## src/rtl/hop_seq_ctrl.sv

```systemverilog
// Frequency-hop sequencer: local-sync preamble, then per-hop sync/blank and TX intervals, driven from a writable hop-code table.
// Optional HOP_TX watchdog (err output) is compiled in when HOP_SEQ_TIMEOUT_EN is defined.

module hop_seq_ctrl #(
  parameter int PHASE_WIDTH    = 24,
  parameter int CODE_WIDTH     = 32,
  parameter int HOP_ADDR_WIDTH = 6,
  parameter int SYNC_LEN_WIDTH = 16,
  parameter int TIMEOUT_CYCLES = 1048576
) (
  input  logic                      clk,
  input  logic                      reset,
  input  logic                      start,
  input  logic                      stop,
  input  logic                      loop_en,
  input  logic [HOP_ADDR_WIDTH:0]   cfg_num_hops,
  input  logic [SYNC_LEN_WIDTH-1:0] cfg_sync_len,
  input  logic [PHASE_WIDTH-1:0]    cfg_start_ph_inc,
  input  logic [PHASE_WIDTH-1:0]    cfg_dph_inc,
  input  logic                      tbl_wr_en,
  input  logic [HOP_ADDR_WIDTH-1:0] tbl_wr_addr,
  input  logic [CODE_WIDTH-1:0]     tbl_wr_data,
  input  logic                      hop_done,
  output logic [1:0]                state,
  output logic [HOP_ADDR_WIDTH-1:0] hop_n,
  output logic [PHASE_WIDTH-1:0]    hop_phase_inc,
  output logic [CODE_WIDTH-1:0]     hop_code,
  output logic                      hop_rst,
  output logic                      tx_blank,
  output logic                      sync_out,
  output logic                      busy,
  output logic                      seq_done,
  output logic                      err
);

  typedef enum logic [1:0] {
    S_IDLE     = 2'd0,
    S_LOC_SYNC = 2'd1,
    S_HOP_SYNC = 2'd2,
    S_HOP_TX   = 2'd3
  } state_e;

  localparam int TBL_DEPTH = 2 ** HOP_ADDR_WIDTH;
  localparam logic [HOP_ADDR_WIDTH:0]   MAX_HOPS = (HOP_ADDR_WIDTH + 1)'(TBL_DEPTH);
  localparam logic [SYNC_LEN_WIDTH-1:0] MIN_SYNC = SYNC_LEN_WIDTH'(4);

  state_e                    state_q, state_d;
  logic [SYNC_LEN_WIDTH-1:0] cnt_q, cnt_d;
  logic [HOP_ADDR_WIDTH-1:0] hop_n_q, hop_n_d;
  logic [PHASE_WIDTH-1:0]    phase_q, phase_d;
  logic [SYNC_LEN_WIDTH-1:0] sync_len_q, sync_len_d;
  logic [HOP_ADDR_WIDTH:0]   num_hops_q, num_hops_d;
  logic [PHASE_WIDTH-1:0]    start_ph_q, start_ph_d;
  logic [PHASE_WIDTH-1:0]    dph_q, dph_d;
  logic                      hop_rst_q, hop_rst_d;
  logic                      seq_done_q, seq_done_d;
  logic [CODE_WIDTH-1:0]     code_q;
  logic [CODE_WIDTH-1:0]     tbl_q [TBL_DEPTH];

  logic [SYNC_LEN_WIDTH-1:0] sync_len_eff;
  logic [HOP_ADDR_WIDTH:0]   num_hops_eff;
  logic                      more_hops;
  logic                      wd_hit;

  assign sync_len_eff = (cfg_sync_len < MIN_SYNC) ? MIN_SYNC : cfg_sync_len;
  assign num_hops_eff = (cfg_num_hops == '0)      ? (HOP_ADDR_WIDTH + 1)'(1) :
                        (cfg_num_hops > MAX_HOPS) ? MAX_HOPS : cfg_num_hops;
  // hop_n < num_hops-1, evaluated one bit wider so num_hops = 2**HOP_ADDR_WIDTH fits
  assign more_hops = ({1'b0, hop_n_q} + (HOP_ADDR_WIDTH + 1)'(1)) < num_hops_q;

`ifdef HOP_SEQ_TIMEOUT_EN
  localparam int WD_W = $clog2(TIMEOUT_CYCLES + 1);
  logic [WD_W-1:0] wd_q, wd_d;
  logic            err_q, err_d;

  assign wd_hit = (state_q == S_HOP_TX) && (wd_q == WD_W'(TIMEOUT_CYCLES - 1));
  assign wd_d   = (state_q == S_HOP_TX) ? wd_q + WD_W'(1) : '0;

  always_ff @(posedge clk) begin
    if (reset) begin
      wd_q  <= '0;
      err_q <= 1'b0;
    end else begin
      wd_q  <= wd_d;
      err_q <= err_d;
    end
  end

  always_comb begin
    err_d = err_q;
    if (!stop) begin
      if (state_q == S_IDLE && start) err_d = 1'b0;
      else if (wd_hit && !hop_done)   err_d = 1'b1;
    end
  end

  assign err = err_q;
`else
  assign wd_hit = 1'b0;
  assign err    = 1'b0;
`endif

  // Next state and datapath; stop outranks start, hop_done and the watchdog.
  always_comb begin
    // NOTE: every signal gets a default first so no path leaves it unassigned (no latches).
    state_d    = state_q;
    cnt_d      = cnt_q;
    hop_n_d    = hop_n_q;
    phase_d    = phase_q;
    sync_len_d = sync_len_q;
    num_hops_d = num_hops_q;
    start_ph_d = start_ph_q;
    dph_d      = dph_q;
    seq_done_d = 1'b0;
    if (stop) begin
      state_d = S_IDLE;
      cnt_d   = '0;
      hop_n_d = '0;
    end else begin
      unique case (state_q)
        S_IDLE: if (start) begin
          sync_len_d = sync_len_eff;
          num_hops_d = num_hops_eff;
          start_ph_d = cfg_start_ph_inc;
          dph_d      = cfg_dph_inc;
          hop_n_d    = '0;
          phase_d    = cfg_start_ph_inc;
          cnt_d      = sync_len_eff - SYNC_LEN_WIDTH'(1);
          state_d    = S_LOC_SYNC;
        end
        S_LOC_SYNC: if (cnt_q == '0) begin
          cnt_d   = sync_len_q - SYNC_LEN_WIDTH'(1);
          state_d = S_HOP_SYNC;
        end else begin
          cnt_d = cnt_q - SYNC_LEN_WIDTH'(1);
        end
        S_HOP_SYNC: if (cnt_q == '0) begin
          state_d = S_HOP_TX;
        end else begin
          cnt_d = cnt_q - SYNC_LEN_WIDTH'(1);
        end
        S_HOP_TX: if (hop_done) begin
          cnt_d = sync_len_q - SYNC_LEN_WIDTH'(1);
          if (more_hops) begin
            hop_n_d = hop_n_q + HOP_ADDR_WIDTH'(1);
            phase_d = phase_q + dph_q;
            state_d = S_HOP_SYNC;
          end else if (loop_en) begin
            hop_n_d = '0;
            phase_d = start_ph_q;
            state_d = S_LOC_SYNC;
          end else begin
            cnt_d      = '0;
            state_d    = S_IDLE;
            seq_done_d = 1'b1;
          end
        end else if (wd_hit) begin
          state_d = S_IDLE;
        end
        default: state_d = S_IDLE;
      endcase
    end
  end

  assign hop_rst_d = (state_d == S_HOP_SYNC) && (state_q != S_HOP_SYNC);

  always_ff @(posedge clk) begin
    // NOTE: sequential state uses non-blocking assignments so all registers update together.
    if (reset) begin
      state_q    <= S_IDLE;
      cnt_q      <= '0;
      hop_n_q    <= '0;
      phase_q    <= '0;
      sync_len_q <= '0;
      num_hops_q <= '0;
      start_ph_q <= '0;
      dph_q      <= '0;
      hop_rst_q  <= 1'b0;
      seq_done_q <= 1'b0;
    end else begin
      state_q    <= state_d;
      cnt_q      <= cnt_d;
      hop_n_q    <= hop_n_d;
      phase_q    <= phase_d;
      sync_len_q <= sync_len_d;
      num_hops_q <= num_hops_d;
      start_ph_q <= start_ph_d;
      dph_q      <= dph_d;
      hop_rst_q  <= hop_rst_d;
      seq_done_q <= seq_done_d;
    end
  end

  // NOTE: the table has no reset so it maps onto plain RAM; its contents are owned by software.
  always_ff @(posedge clk) begin
    if (tbl_wr_en) tbl_q[tbl_wr_addr] <= tbl_wr_data;
  end

  // hop_code is frozen while idle so an abort leaves the last code visible.
  always_ff @(posedge clk) begin
    if (reset)                  code_q <= '0;
    else if (state_q != S_IDLE) code_q <= tbl_q[hop_n_q];
  end

  always_comb begin
    busy     = (state_q != S_IDLE);
    sync_out = (state_q == S_LOC_SYNC) || (state_q == S_HOP_SYNC);
    tx_blank = (state_q == S_HOP_SYNC) && (cnt_q < (sync_len_q >> 2));
  end

  assign state         = state_q;
  assign hop_n         = hop_n_q;
  assign hop_phase_inc = phase_q;
  assign hop_code      = code_q;
  assign hop_rst       = hop_rst_q;
  assign seq_done      = seq_done_q;

endmodule

```

## config.mk

```make
export PLATFORM = sky130hd
export DESIGN_NAME = hop_seq_ctrl
export DESIGN_NICKNAME = d
export VERILOG_FILES = /design/src/rtl/hop_seq_ctrl.sv
export SDC_FILE = /design/constraint.sdc
export NUM_CORES = 2
export LEC_CHECK = 0
export CAP_MARGIN = 10
export CORE_ASPECT_RATIO = 1.2
export CORE_MARGIN = 5
export CORE_UTILIZATION = 40
export CTS_BUF_LIST = sky130_fd_sc_hd__clkbuf_8
export DETAILED_ROUTE_END_ITERATION = 8
export PLACE_DENSITY = 0.63
export SLEW_MARGIN = 20
export SYNTH_ARGS = -nofsm -noshare
export SYNTH_HDL_FRONTEND = slang
export SYNTH_SLANG_ARGS = --single-unit
```

## constraint.sdc

```tcl
create_clock -name clk -period 5.4 [get_ports clk]
set_input_delay 1.08 -clock clk [delete_from_list [all_inputs] [get_ports clk]]
set_output_delay 1.08 -clock clk [all_outputs]
set_load 0.05 [all_outputs]
```

==> metrics <==
result of the run finished clean; final count of negative-setup-slack endpoints 0; post-synthesis to final-layout area growth 14.24%; total congestion overflow after global routing 0; clock skew between 0.07 and 0.08 ns; number of enable flip-flop cells after synthesis just over 2000; average via count per standard cell a little under 6; number of buffers inserted for hold repair after clock tree synthesis 0; number of design rule violations left after detail routing 0; final hold vios 0; via count of the first global-routing pass around 46000; net switching power figure approximately 7.2 mW; maximum clock frequency around 200 MHz; global-route wire length before repair between 300000 and 400000 µm; number of buffers on the longest clock path 4; reg-to-reg endpoint hop_code[3]$_SDFFE_PP0N_; Critical R2R Launch hop_n[0]$_SDFFE_PP0P_; ordered list of cells on the worst path inv_1 > ha_1 > a21boi_0 > o21a_1 > o21ai_0 > a21oi_1 > or3_1 > a21oi_1 > clkdlybuf4s50_1; number of instances in the synthesized netlist about 4300; length in cells of the worst reg-to-reg path 8; synthesis warning total 0; required time at the worst-slack endpoint 4.32 ns; routed wire length between 200000 and 250000 µm; endpoint with the worst hold slack start_ph_q[17]$_SDFFE_PP0P_; category of cells accounting for the largest share of critical-path delay buffers and inverters; pwr/cell area 333.2 mW/mm²; summed instance area of the synthesized netlist 0.08590 mm²; slowest cell on the critical path sky130_fd_sc_hd__clkdlybuf4s50_1; DP Wirelength 125700 µm; register area share after synthesis about three quarters; time the worst path needs with I/O delays and setup 4.911 ns; clock root buffer master sky130_fd_sc_hd__clkbuf_8; top fanout value on the critical path 5; slew margin rel. 17.53%; global-route total usage across every layer 19.56%; CTS tree done; number of antenna violations at the first check in global routing 11; non-filler instance count after layout roughly 7900; smallest hold slack ~0.46 ns; iteration count of the initial detailed-routing pass 5; PostCTS Resize Cnt 0; final core utilization approximately 46%; CP max stage delay 0.87 ns; row count 186; count of cells along the worst hold path 2; First DRT Iteration DRCs around 4500; fraction of registers with async set/reset 0%; initial core utilization about 40%; clock insertion delay at the later pin of the skew report between 1 and 1.5 ns; flip-flop and latch count after synthesis around 2200; data arrival time at the worst-slack endpoint 3.83 ns; number of maximum-capacitance constraint violations 0; VDD IR max 0.2340 mV; top cell type by total area after synthesis sky130_fd_sc_hd__edfxtp_1; minimum setup slack among reg-to-reg paths approximately 1.2 ns; post-route fraction of the period consumed by the critical path between 90% and 100%; Design Area, Final 0.09813 mm²; total vias in the final route roughly 45000; post-CTS setup-driven buffer insertion count 0; number of primary I/O pins about 190; most repeated cell in the gate-level netlist after synthesis sky130_fd_sc_hd__edfxtp_1; die height about 520 µm; placeable core region 0.2139 mm²; Placement Cell Area roughly 0.092 mm²; Logic pwr share 3.9%; number of routed nets with antenna violations 0; Total Die Area 0.2242 mm²; portion of total power attributed to sequential cells between 50% and 60%; final-stage net count slightly below 5000; final weighted congestion of routability-driven global placement between 0.8 and 0.9; Leakage Power 30.62 nW; startpoint type of the worst setup path register; Horiz. Die Dim 433.0 µm; critical path's most frequent cell sky130_fd_sc_hd__a21oi_1; Sinks on Clock Net roughly 2200; buffer and inverter count on the worst path 2; most instantiated flip-flop cell in the synthesis netlist sky130_fd_sc_hd__edfxtp_1; CTS H-tree lvls 5; setup TNS 0 ns; Internal Pwr Total ~25 mW; slew at the pin with the worst max-slew slack 1.237 ns; Avg WL per Cell roughly 28 µm; start-to-end type of the worst setup path reg2out; post-CTS clock slew at the launch and capture registers of the worst setup and hold paths around 0.060 ns; distinct cell type count after synthesis 76; mean instance size in the synthesized netlist roughly 20 µm²; post-synthesis net count ~4500; Yosys top cell area share between 70% and 80%; proportion of layout cells with a drive suffix above 1 24.23%; cell types with the highest counts after synthesis 2048 x sky130_fd_sc_hd__edfxtp_1, 512 x sky130_fd_sc_hd__mux4_2, 227 x sky130_fd_sc_hd__nand2_1; cell total after placement 7279; Setup crit end kind primary output; count of buffers from port buffering around 180; clock group share of total power between 30% and 40%; Num CTS Buffers ~340; maximum number of pins on one net before global-route repair 92; switching share of power 22.11%; class of the worst hold path reg2reg; critical hold path startpoint start_ph_q[17]$_SDFFE_PP0P_; setup repair after global routing missed its margin no; ranking of synthesized cells by area sky130_fd_sc_hd__edfxtp_1 72%, sky130_fd_sc_hd__mux4_2 13%, sky130_fd_sc_hd__dfxtp_1 3.6%; final max-slew violation count 0
[final cells by class]
| cell class | instances | area, µm² |
|---|---|---|
| antenna | 8 | 20.02 |
| timing repair buffer | 371 | 3261 |
| inverter | 38 | 142.6 |
| tap | 2820 | 3528 |
| clock buffer | 355 | 4886 |
| fill | 17976 | 115700 |
| multi-input combinational | 1849 | 20630 |
| clock inverter | 237 | 1092 |
| sequential | 2201 | 64570 |
[routing by layer]
| metal | part of all wire [%] | routed length, µm | up-vias | GRT usage [%] |
|---|---|---|---|---|
| met2 | 49 | 108800 | 1927 | 31.81 |
| met5 | 0.017 | 39 | - | 0 |
| met3 | 7.4 | 16430 | 346 | 3.451 |
| met4 | 4.0 | 8856 | 6 | 7.576 |
| met1 | 40 | 88910 | 24009 | 26.43 |
| li1 | - | - | 19098 | - |
[logic make-up after synthesis]
| group | Yosys count | share of synthesized area [%] |
|---|---|---|
| buf+inv | 297 | 1.414 |
| fa+ha+maj | 51 | 0.7516 |
| compound gates | 683 | 5.700 |
| other cells | 1 | 0.004366 |
| xor+xnor | 52 | 0.5302 |
| simple gates | 539 | 2.886 |
| mux | 523 | 13.55 |
| flops | 2201 | 75.16 |
[through the flow]
stage	power, mW	setup WS [ns]
after global placement	20.47	0.7902
after floorplan	19.80	1.160
after global routing	33.91	0.3272
after CTS	32.99	0.4130
final	32.70	0.4892
after detailed placement	20.51	0.9324
[worst max path at each step]
stage	from	cells after the start	end	slack (ns)
after floorplan	tbl_wr_addr[3]	4	tbl_q[48][0]$_DFFE_PP_	1.16
after global placement	cfg_sync_len[8]	12	cnt_q[10]$_SDFFE_PP0P_	0.79
after detailed placement	cfg_sync_len[9]	12	cnt_q[10]$_SDFFE_PP0P_	0.93
after CTS	sync_len_q[3]$_SDFFE_PP0P_	9	tx_blank	0.41
after global routing	sync_len_q[3]$_SDFFE_PP0P_	9	tx_blank	0.33
final	sync_len_q[3]$_SDFFE_PP0P_	9	tx_blank	0.49
[sequential cells by signal, indices dropped and copies added, names as in the netlist, 6 cells and up]
name           cells
dph_q             24
hop_phase_inc     24
hop_code          32
start_ph_q        24
sync_len_q        16
tbl_q           2048
cnt_q             16
num_hops_q         7
hop_n              6
[layout by cell type (no fill, tap or decap), types with 10 or more instances in the layout]
cell type,Yosys,final
sky130_fd_sc_hd__a22o_1,129,129
sky130_fd_sc_hd__nor3b_1,11,10
sky130_fd_sc_hd__nor3_1,33,31
sky130_fd_sc_hd__buf_2,65,31
sky130_fd_sc_hd__a21oi_1,152,152
sky130_fd_sc_hd__o22ai_1,68,68
sky130_fd_sc_hd__ha_1,50,49
sky130_fd_sc_hd__buf_12,0,14
sky130_fd_sc_hd__o21ai_0,54,54
sky130_fd_sc_hd__edfxtp_1,2048,2048
sky130_fd_sc_hd__nand2b_1,16,14
sky130_fd_sc_hd__nor2_1,136,73
sky130_fd_sc_hd__clkinv_2,0,31
sky130_fd_sc_hd__dfxtp_1,153,151
sky130_fd_sc_hd__a221oi_1,142,142
sky130_fd_sc_hd__buf_4,1,175
sky130_fd_sc_hd__or3_1,11,11
sky130_fd_sc_hd__xor2_1,22,22
sky130_fd_sc_hd__o21ai_1,30,30
sky130_fd_sc_hd__nor4_1,13,13
sky130_fd_sc_hd__clkdlybuf4s50_1,0,151
sky130_fd_sc_hd__nand3_1,25,25
sky130_fd_sc_hd__o211ai_1,11,11
sky130_fd_sc_hd__o21a_1,12,12
sky130_fd_sc_hd__clkinv_1,0,79
sky130_fd_sc_hd__xnor2_1,30,30
sky130_fd_sc_hd__clkbuf_8,0,355
sky130_fd_sc_hd__nand2_1,227,227
sky130_fd_sc_hd__mux2i_1,11,11
sky130_fd_sc_hd__inv_1,38,151
sky130_fd_sc_hd__mux4_2,512,512
sky130_fd_sc_hd__nor2b_1,13,11
sky130_fd_sc_hd__nor2_4,0,63
[power groups by stage]
stage	combinational, mW	clock (mW)	sequential, mW
2_1_floorplan	0.495	0	19.3
3_3_place_gp	1.23	0	19.2
3_5_place_dp	1.26	0	19.2
4_1_cts	1.26	12.8	18.9
5_1_grt	1.35	13.7	18.9
6_report	1.26	12.5	18.9
[tightest hold or removal path, cell delays in order (launching register included)]
cell,delay (ns)
sky130_fd_sc_hd__dfxtp_1,0.31
sky130_fd_sc_hd__nand2_1,0.05
sky130_fd_sc_hd__a21oi_1,0.05
Power figures use the tool's default switching activity.
